## src/rtl/ex_stall_ctrl.sv

```systemverilog
// Execute-stage sequencing for RF_EX: multi-cycle mult hold, data-memory
// handshake with flush/orphan handling, and one-shot writeback-valid pulses.
module ex_stall_ctrl #(
  parameter int MULT_LAT    = 3,
  parameter int MEM_TIMEOUT = 16
) (
  input  logic clk,
  input  logic rst_n,
  input  logic ex_mult_vld,
  input  logic ex_mem_vld,
  input  logic ex_mem_rd,
  input  logic mem_ack,
  input  logic flush,
  output logic stall_rf_ex,
  output logic kill_rf_ex,
  output logic mem_req,
  output logic mult_wb_vld,
  output logic ld_wb_vld,
  output logic mem_err
);
  typedef enum logic [1:0] {M_IDLE, M_WAIT, M_DONE} mstate_e;

  mstate_e    state;
  logic [3:0] mult_cnt;
  logic [4:0] to_cnt;
  logic       drop, mult_done_r, rd_r;
  logic       mult_last, stall_mult, stall_mem, wait_drop;

  assign mult_last   = (mult_cnt == 4'(MULT_LAT-1));
  assign stall_mult  = ex_mult_vld & ~mult_last & ~mult_done_r;
  assign mult_wb_vld = ex_mult_vld & mult_last & ~mult_done_r & ~flush;
  // orphaned request: hold regardless of flush until its ack drains
  assign wait_drop   = (state == M_WAIT) & drop;
  assign stall_mem   = (~mem_err & ex_mem_vld & (state != M_DONE)) | wait_drop;
  assign stall_rf_ex = ((stall_mult | stall_mem) & ~flush) | wait_drop;
  assign kill_rf_ex  = flush;

  always_ff @(posedge clk or negedge rst_n) begin
    if (!rst_n) begin
      mult_cnt    <= '0;
      mult_done_r <= 1'b0;
    end else begin
      if (flush | mult_last)
        mult_cnt <= '0;
      else if (ex_mult_vld & ~mult_done_r)
        mult_cnt <= mult_cnt + 4'd1;
      // remembers an already-written-back mult while EX is held by the mem lane
      if (flush | ~stall_rf_ex)
        mult_done_r <= 1'b0;
      else if (mult_wb_vld)
        mult_done_r <= 1'b1;
    end
  end

  always_ff @(posedge clk or negedge rst_n) begin
    if (!rst_n) begin
      state     <= M_IDLE;
      to_cnt    <= '0;
      drop      <= 1'b0;
      rd_r      <= 1'b0;
      mem_req   <= 1'b0;
      ld_wb_vld <= 1'b0;
      mem_err   <= 1'b0;
    end else begin
      ld_wb_vld <= 1'b0;
      case (state)
        M_IDLE: begin
          if (ex_mem_vld & ~flush & ~mem_err) begin
            state   <= M_WAIT;
            mem_req <= 1'b1;
            rd_r    <= ex_mem_rd;
            to_cnt  <= '0;
          end
        end
        M_WAIT: begin
          if (flush) drop <= 1'b1;
          if (mem_ack) begin
            mem_req <= 1'b0;
            drop    <= 1'b0;
            if (drop | flush) begin
              state <= M_IDLE;
            end else begin
              state     <= M_DONE;
              ld_wb_vld <= rd_r;
            end
          end else if (to_cnt == 5'(MEM_TIMEOUT-1)) begin
            mem_req <= 1'b0;
            mem_err <= 1'b1;
            drop    <= 1'b0;
            state   <= M_IDLE;
          end else begin
            to_cnt <= to_cnt + 5'd1;
          end
        end
        M_DONE: begin
          if (flush | ~stall_rf_ex) state <= M_IDLE;
        end
        default: state <= M_IDLE;
      endcase
    end
  end
endmodule

```

## config.mk

```make
export PLATFORM = sky130hd
export DESIGN_NAME = ex_stall_ctrl
export DESIGN_NICKNAME = d
export VERILOG_FILES = /design/src/rtl/ex_stall_ctrl.sv
export SDC_FILE = /design/constraint.sdc
export NUM_CORES = 1
export LEC_CHECK = 0
export ABC_AREA = 0
export BUFFER_PORTS_ARGS = -buffer_cell sky130_fd_sc_hd__buf_2
export CAP_MARGIN = 30
export CORE_MARGIN = 5
export CORE_UTILIZATION = 48
export CTS_BUF_LIST = sky130_fd_sc_hd__clkbuf_8
export CTS_CLUSTER_DIAMETER = 200
export DETAILED_ROUTE_END_ITERATION = 6
export PLACE_DENSITY_LB_ADDON = 0.15
export SYNTH_ARGS = -nofsm -noshare
export SYNTH_HDL_FRONTEND = slang
export SYNTH_SLANG_ARGS = --single-unit
```

## constraint.sdc

```tcl
create_clock -name clk -period 5.9 [get_ports clk]
set_input_delay 0.59 -clock clk [delete_from_list [all_inputs] [get_ports clk]]
set_output_delay 0.59 -clock clk [all_outputs]
set_load 0.05 [all_outputs]
```

==> flow_metrics.env, run 1 <==
export IMPL_start_util_pct=50.3
export IMPL_io_buffers=12
export IMPL_route_detailed_drc=0
export IMPL_path_clk_slew_ns=0.08
export IMPL_synth_cell_types=33
export IMPL_path_cells="inv_1 -> ha_1 -> nor3b_1 -> or3_1 -> o211ai_1 -> buf_2"
export IMPL_setup_tns_final_ns=0
export IMPL_synth_edf_count=0
export IMPL_rsz0062_at_grt="no"
export IMPL_grt_antenna_before_repair=0
export IMPL_dr_pass1_iters=4
export IMPL_drv_cap=0
export IMPL_worstSetupPathType="reg2out"
export IMPL_grt_max_degree=18
export IMPL_synth_top_cell_area_share_pct=49.0
export IMPL_grt_pass1_wl_um=2790
export IMPL_setup_viol=0
export IMPL_tightest_slew_ns=0.480
export IMPL_place_hpwl_um=1180
export IMPL_slowest_stage="dfrtp_1"
export IMPL_core_area_um2=1730
export IMPL_fin_area_um2=986
export IMPL_outcome="completed"
export IMPL_dpl_cell_area_um2=937
export IMPL_wire_per_inst_um=13.2
export IMPL_yosysWarningCount=0
export IMPL_path_max_fanout=4
export IMPL_grt_overflow=0
export IMPL_ys_ff_latch=17
export IMPL_timing_slew_headroom_pct=67.9
export IMPL_vias=650
export IMPL_drive_gt1_share_pct=23.5
export IMPL_reg2reg_from="to_cnt[0]"
export IMPL_ys_seq_area_share_pct=49.0
export IMPL_grt_pass1_vias=606
export IMPL_cp_end_kind="output port"
export IMPL_cts_resized_gates=0
export IMPL_cts_tree="done"
export IMPL_gr_usage_all_layers_pct=14.1
export IMPL_boundaryPins=13
export IMPL_arrival_ns=1.84
export IMPL_pre_cts_slack_ns=3.71
export IMPL_synthCells=85
export IMPL_worstPathRequired_ns=5.31
export IMPL_vias_per_cell=5.28
export IMPL_hold_viol_final=0
export IMPL_drt_antenna_violating_nets=0
export IMPL_fmax_mhz=412
export IMPL_finalCritPeriodShare_pct=41.2
export IMPL_fin_skew_ns=0.00832
export IMPL_ir_drop_v=0.000249
export IMPL_setup_ws_ns=3.47
export IMPL_cts_buffer_depth=2
export IMPL_clock_root_buffer="clkbuf_8"
export IMPL_syn_area_um2=868
export IMPL_powerDensity_nw_per_um2=303
export IMPL_ctsHoldBuffers=0
export IMPL_p_leak_nw=0.464
export IMPL_die_height_um=52.5
export IMPL_gp_congestion=0.835
export IMPL_die_w_um=52.5
export IMPL_fin_nets=110
export IMPL_post_cts_buffers=0
export IMPL_cp_slowest_stage_delay_ns=0.39
export IMPL_startpoint="mult_cnt[0]"
export IMPL_synth_area_leaders="dfrtp_1 49%, ha_1 5.8%, a21oi_1 4.0%, o21ai_0 3.5%, or3_1 2.9%"
export IMPL_dr_first_iter_drc_count=4
export IMPL_cts_sinks=17
export IMPL_synth_nets=96
export IMPL_async_reset_ff_share_pct=100
export IMPL_cts_made_buffers=3
export IMPL_min_period_ns=2.43
export IMPL_whs_ns=0.244
export IMPL_final_max_slew_viol_count=0
export IMPL_fill_cells=156
export IMPL_startpoint_type="flip-flop"
export IMPL_dieArea_um2=2760
export IMPL_diodes=0
export IMPL_wirelength_um=1630
export IMPL_min_delay_path_class="in2async"
export IMPL_final_common_cell="dfrtp_1"
export IMPL_synth_flop_cell="dfrtp_1"
export IMPL_synth_avg_cell_area_um2=10.2
export IMPL_num_rows=15
export IMPL_h_tree_depth=1
export IMPL_clock_latency_ns=0.26
export IMPL_final_cell_mix="17 x dfrtp_1, 12 x buf_2, 7 x a21oi_1"
export IMPL_synthToLayoutAreaGrowth_pct=13.5
export IMPL_yosys_area_top_type="dfrtp_1"
==> power by group <==
part           total (mW)  switching [mW]  internal, mW
registers           0.145          0.0130         0.132
clock network      0.0904          0.0429        0.0476
logic              0.0629          0.0390        0.0239
==> final timing paths <==
| check | endpoint | slack, ns | cells past startpoint |
|---|---|---|---|
| min reg2reg | mem_req | 0.48 | 1 |
| min in group clk | mem_req | 0.48 | 1 |
| min | to_cnt[4] | 0.24 | 1 |
| max reg2reg | to_cnt[3] | 3.72 | 6 |
| max | stall_rf_ex | 3.47 | 6 |
| max in group asynchronous | state[0] | 5.37 | 1 |
==> cells in the mapped netlist, types with 2 or more instances <==
cell type and instances:
inv_1 5, o21ai_0 6, nand3b_1 2, or3_1 4, nand2b_1 2, ha_1 4
nor3b_1 3, nand2_1 5, dfrtp_1 17, a21oi_1 7, nor2_1 6, nand3_1 3
==> state kept, by name, indices dropped and copies added (netlist names) <==
| register | count |
|---|---|
| ld_wb_vld | 1 |
| mem_req | 1 |
| to_cnt | 5 |
| state | 2 |
| rd_r | 1 |
| mult_done_r | 1 |
| mult_cnt | 4 |
| drop | 1 |
| mem_err | 1 |
==> per-layer routing <==
| metal | GRT usage [%] | share of wire [%] | routed length (um) | vias to the layer above |
|---|---|---|---|---|
| li1 | - | - | - | 323 |
| met1 | 19.6 | 49 | 795 | 310 |
| met2 | 20.9 | 44 | 722 | 15 |
| met3 | 5.41 | 5.9 | 96 | 2 |
| met4 | 2.55 | 0.80 | 13 | 0 |
| met5 | 0 | 0 | 0 | - |
==> metrics by stage <==
stage,instances,utilization [%],total power [mW]
2_1_floorplan,85,-,0.195
3_3_place_gp,119,54.3,0.209
3_5_place_dp,119,54.3,0.211
4_1_cts,123,57.1,0.302
5_1_grt,123,57.1,0.319
6_report,123,57.1,0.298
==> area by class of cell <==
class	instances	area [um2]	share of cell area (%)
sequential	17	425	43.1
multi-input combinational	60	402	40.7
tap	25	31.3	3.17
timing repair buffer	12	60.1	6.09
inverter	5	18.8	1.90
clock inverter	1	7.51	0.761
clock buffer	3	41.3	4.19
==> logic make-up (layout without fill, tap and decap cells) <==
| kind of cell | after synthesis | after routing | share of synthesized area, % |
|---|---|---|---|
| compound gates | 19 | 19 | 12.8 |
| xor+xnor | 2 | 2 | 2.02 |
| fa+ha+maj | 4 | 4 | 5.76 |
| buf+inv | 8 | 21 | 4.76 |
| flops | 17 | 17 | 49.0 |
| mux | 2 | 2 | 2.45 |
| simple gates | 33 | 33 | 23.2 |
==> worst max-delay path, delay by kind of cell, from the launching register on <==
family          cells  cell delay (ns)
compound gates      1             0.11
buf+inv             2             0.37
flops               1             0.39
simple gates        2             0.54
fa+ha+maj           1             0.19
(Power assumes the default switching activity.)
==> run 2: changes to the inputs <==
Clock period 5.9 ns to 2.32 ns, I/O delays scaled along.
==> run 2 against run 1 <==
Non-clock buffer count grew 2. Final cell count grew 1.6%. Sequential share of layout area shrank 0.65 points. Final area increased by 1.5%. Critical path type is now reg2reg. Wire length increased by 1.7%. Utilization up 0.87 points.
==> flow_metrics.env, run 2 (synthesis results as in run 1) <==
export IMPL_outcome="completed"
export IMPL_worstPathRequired_ns=2.49
export IMPL_cp_end_kind="flip-flop"
export IMPL_finalCritPeriodShare_pct=93.4
export IMPL_dr_first_iter_drc_count=10
export IMPL_dr_pass1_iters=4
export IMPL_wirelength_um=1660
export IMPL_cts_sinks=17
export IMPL_start_util_pct=50.3
export IMPL_vias_per_cell=5.35
export IMPL_min_delay_path_class="in2reg"
export IMPL_io_buffers=12
export IMPL_startpoint_type="flip-flop"
export IMPL_tightest_slew_ns=0.442
export IMPL_fill_cells=159
export IMPL_hold_viol_final=0
export IMPL_fin_skew_ns=0.000930
export IMPL_fmax_mhz=461
export IMPL_setup_tns_final_ns=0
export IMPL_path_buf_inv=0
export IMPL_gr_usage_all_layers_pct=14.9
export IMPL_dieArea_um2=2760
export IMPL_final_common_cell="dfrtp_1"
export IMPL_clock_latency_ns=0.25
export IMPL_cts_made_buffers=3
export IMPL_arrival_ns=2.34
export IMPL_worstSetupPathType="reg2reg"
export IMPL_diodes=0
export IMPL_fin_nets=112
export IMPL_slowest_stage="or4b_4"
export IMPL_core_area_um2=1730
export IMPL_h_tree_depth=1
export IMPL_grt_max_degree=18
export IMPL_fin_area_um2=1000
export IMPL_setup_ws_ns=0.153
export IMPL_grt_overflow=0
export IMPL_path_common_cell="ha_1"
export IMPL_timing_slew_headroom_pct=70.1
export IMPL_grt_pass1_vias=695
export IMPL_critical_path_top_delay_family="simple AND/OR/NAND/NOR gates"
export IMPL_boundaryPins=13
export IMPL_die_w_um=52.5
export IMPL_final_cells=125
export IMPL_p_leak_nw=0.477
export IMPL_gp_congestion=0.797
export IMPL_min_period_ns=2.17
export IMPL_cts_tree="done"
export IMPL_reg_top3="to_cnt x5, mult_cnt x4, state x2"
export IMPL_wire_per_inst_um=13.2
export IMPL_vias=669
export IMPL_path_clk_slew_ns=0.06
export IMPL_cts_buffer_depth=2
export IMPL_path_max_fanout=11
export IMPL_grt_pass1_wl_um=2970
export IMPL_drive_gt1_share_pct=24.0
export IMPL_final_cell_mix="17 x dfrtp_1, 12 x buf_2, 7 x a21oi_1"
export IMPL_cp_slowest_stage_delay_ns=0.56
export IMPL_route_detailed_drc=0
export IMPL_clock_root_buffer="clkbuf_8"
export IMPL_grt_antenna_before_repair=0
export IMPL_largest_register_ffs=5
export IMPL_dpl_cell_area_um2=945
export IMPL_synthToLayoutAreaGrowth_pct=15.3
export IMPL_powerDensity_nw_per_um2=753
export IMPL_rsz0062_at_grt="no"
export IMPL_regMostFlops="to_cnt"
export IMPL_dp_cells=120
export IMPL_die_height_um=52.5
export IMPL_place_hpwl_um=1260
export IMPL_drv_cap=0
export IMPL_ir_drop_v=0.000616
export IMPL_drt_antenna_violating_nets=0
export IMPL_pre_cts_slack_ns=0.171
export IMPL_num_rows=15
export IMPL_setup_viol=0
export IMPL_final_max_slew_viol_count=0
export IMPL_path_cells="ha_1 -> and3_1 -> ha_1 -> or4b_4 -> or3_1 -> a21oi_1"
run 2: per-layer routing:
layer | share of wire [%] | up-vias | GRT usage, % | routed length, um
met5 | 0 | - | 0 | 0
li1 | - | 328 | - | -
met2 | 43 | 19 | 21.5 | 714
met3 | 5.5 | 6 | 3.13 | 91
met4 | 2.7 | 0 | 8.94 | 44
met1 | 49 | 316 | 20.3 | 806
run 2: power breakdown:
part	switching, mW	leakage [nW]	internal, mW
Combinational	0.103	0.224	0.0641
Clock	0.0970	0.0255	0.119
Sequential	0.0348	0.227	0.336
Total	0.235	0.477	0.519
run 2: final cells by class:
cell class / instances / area, um2 / share of cell area [%]
clock inverters: 1 / 5.00 / 0.500
flip-flops and latches: 17 / 425 / 42.5
clock buffers: 3 / 41.3 / 4.13
inverters: 5 / 18.8 / 1.88
well taps: 25 / 31.3 / 3.13
multi-input cells: 60 / 402 / 40.1
repair buffers: 14 / 77.6 / 7.75
run 2: repair_timing:
action,CTS,global route
endpoints found under the hold margin,17,0
resized for setup,0,0
setup endpoints to repair,0,0
hold buffers,1,0
buffers inserted,0,0
run 2: metrics by stage:
stage | utilization, % | hold WS (ns) | power, mW
3_5_place_dp | 54.7 | 0.179 | 0.542
3_3_place_gp | 54.7 | 0.171 | 0.535
4_1_cts | 58.0 | 0.217 | 0.761
2_1_floorplan | - | -0.0636 | 0.495
6_report | 58.0 | 0.220 | 0.754
5_1_grt | 58.0 | 0.225 | 0.806
run 2: final timing paths:
| kind | from | end | slack (ns) | cells after the start |
|---|---|---|---|---|
| hold / removal | ex_mem_rd | rd_r | 0.22 | 2 |
| setup / recovery | to_cnt[0] | to_cnt[3] | 0.15 | 6 |
| setup reg to reg | to_cnt[0] | to_cnt[3] | 0.15 | 6 |
| hold reg to reg | mem_req | mem_req | 0.49 | 1 |
| min in group asynchronous | rst_n | to_cnt[2] | 0.44 | 2 |
| max in group asynchronous | rst_n | mult_cnt[0] | 1.61 | 2 |
run 2: worst register-to-register path, stage by stage, from the launching register on:
cell and delay, ns:
dfrtp_1 0.41, ha_1 0.22, and3_1 0.18, ha_1 0.21, or4b_4 0.56, or3_1 0.36, a21oi_1 0.15
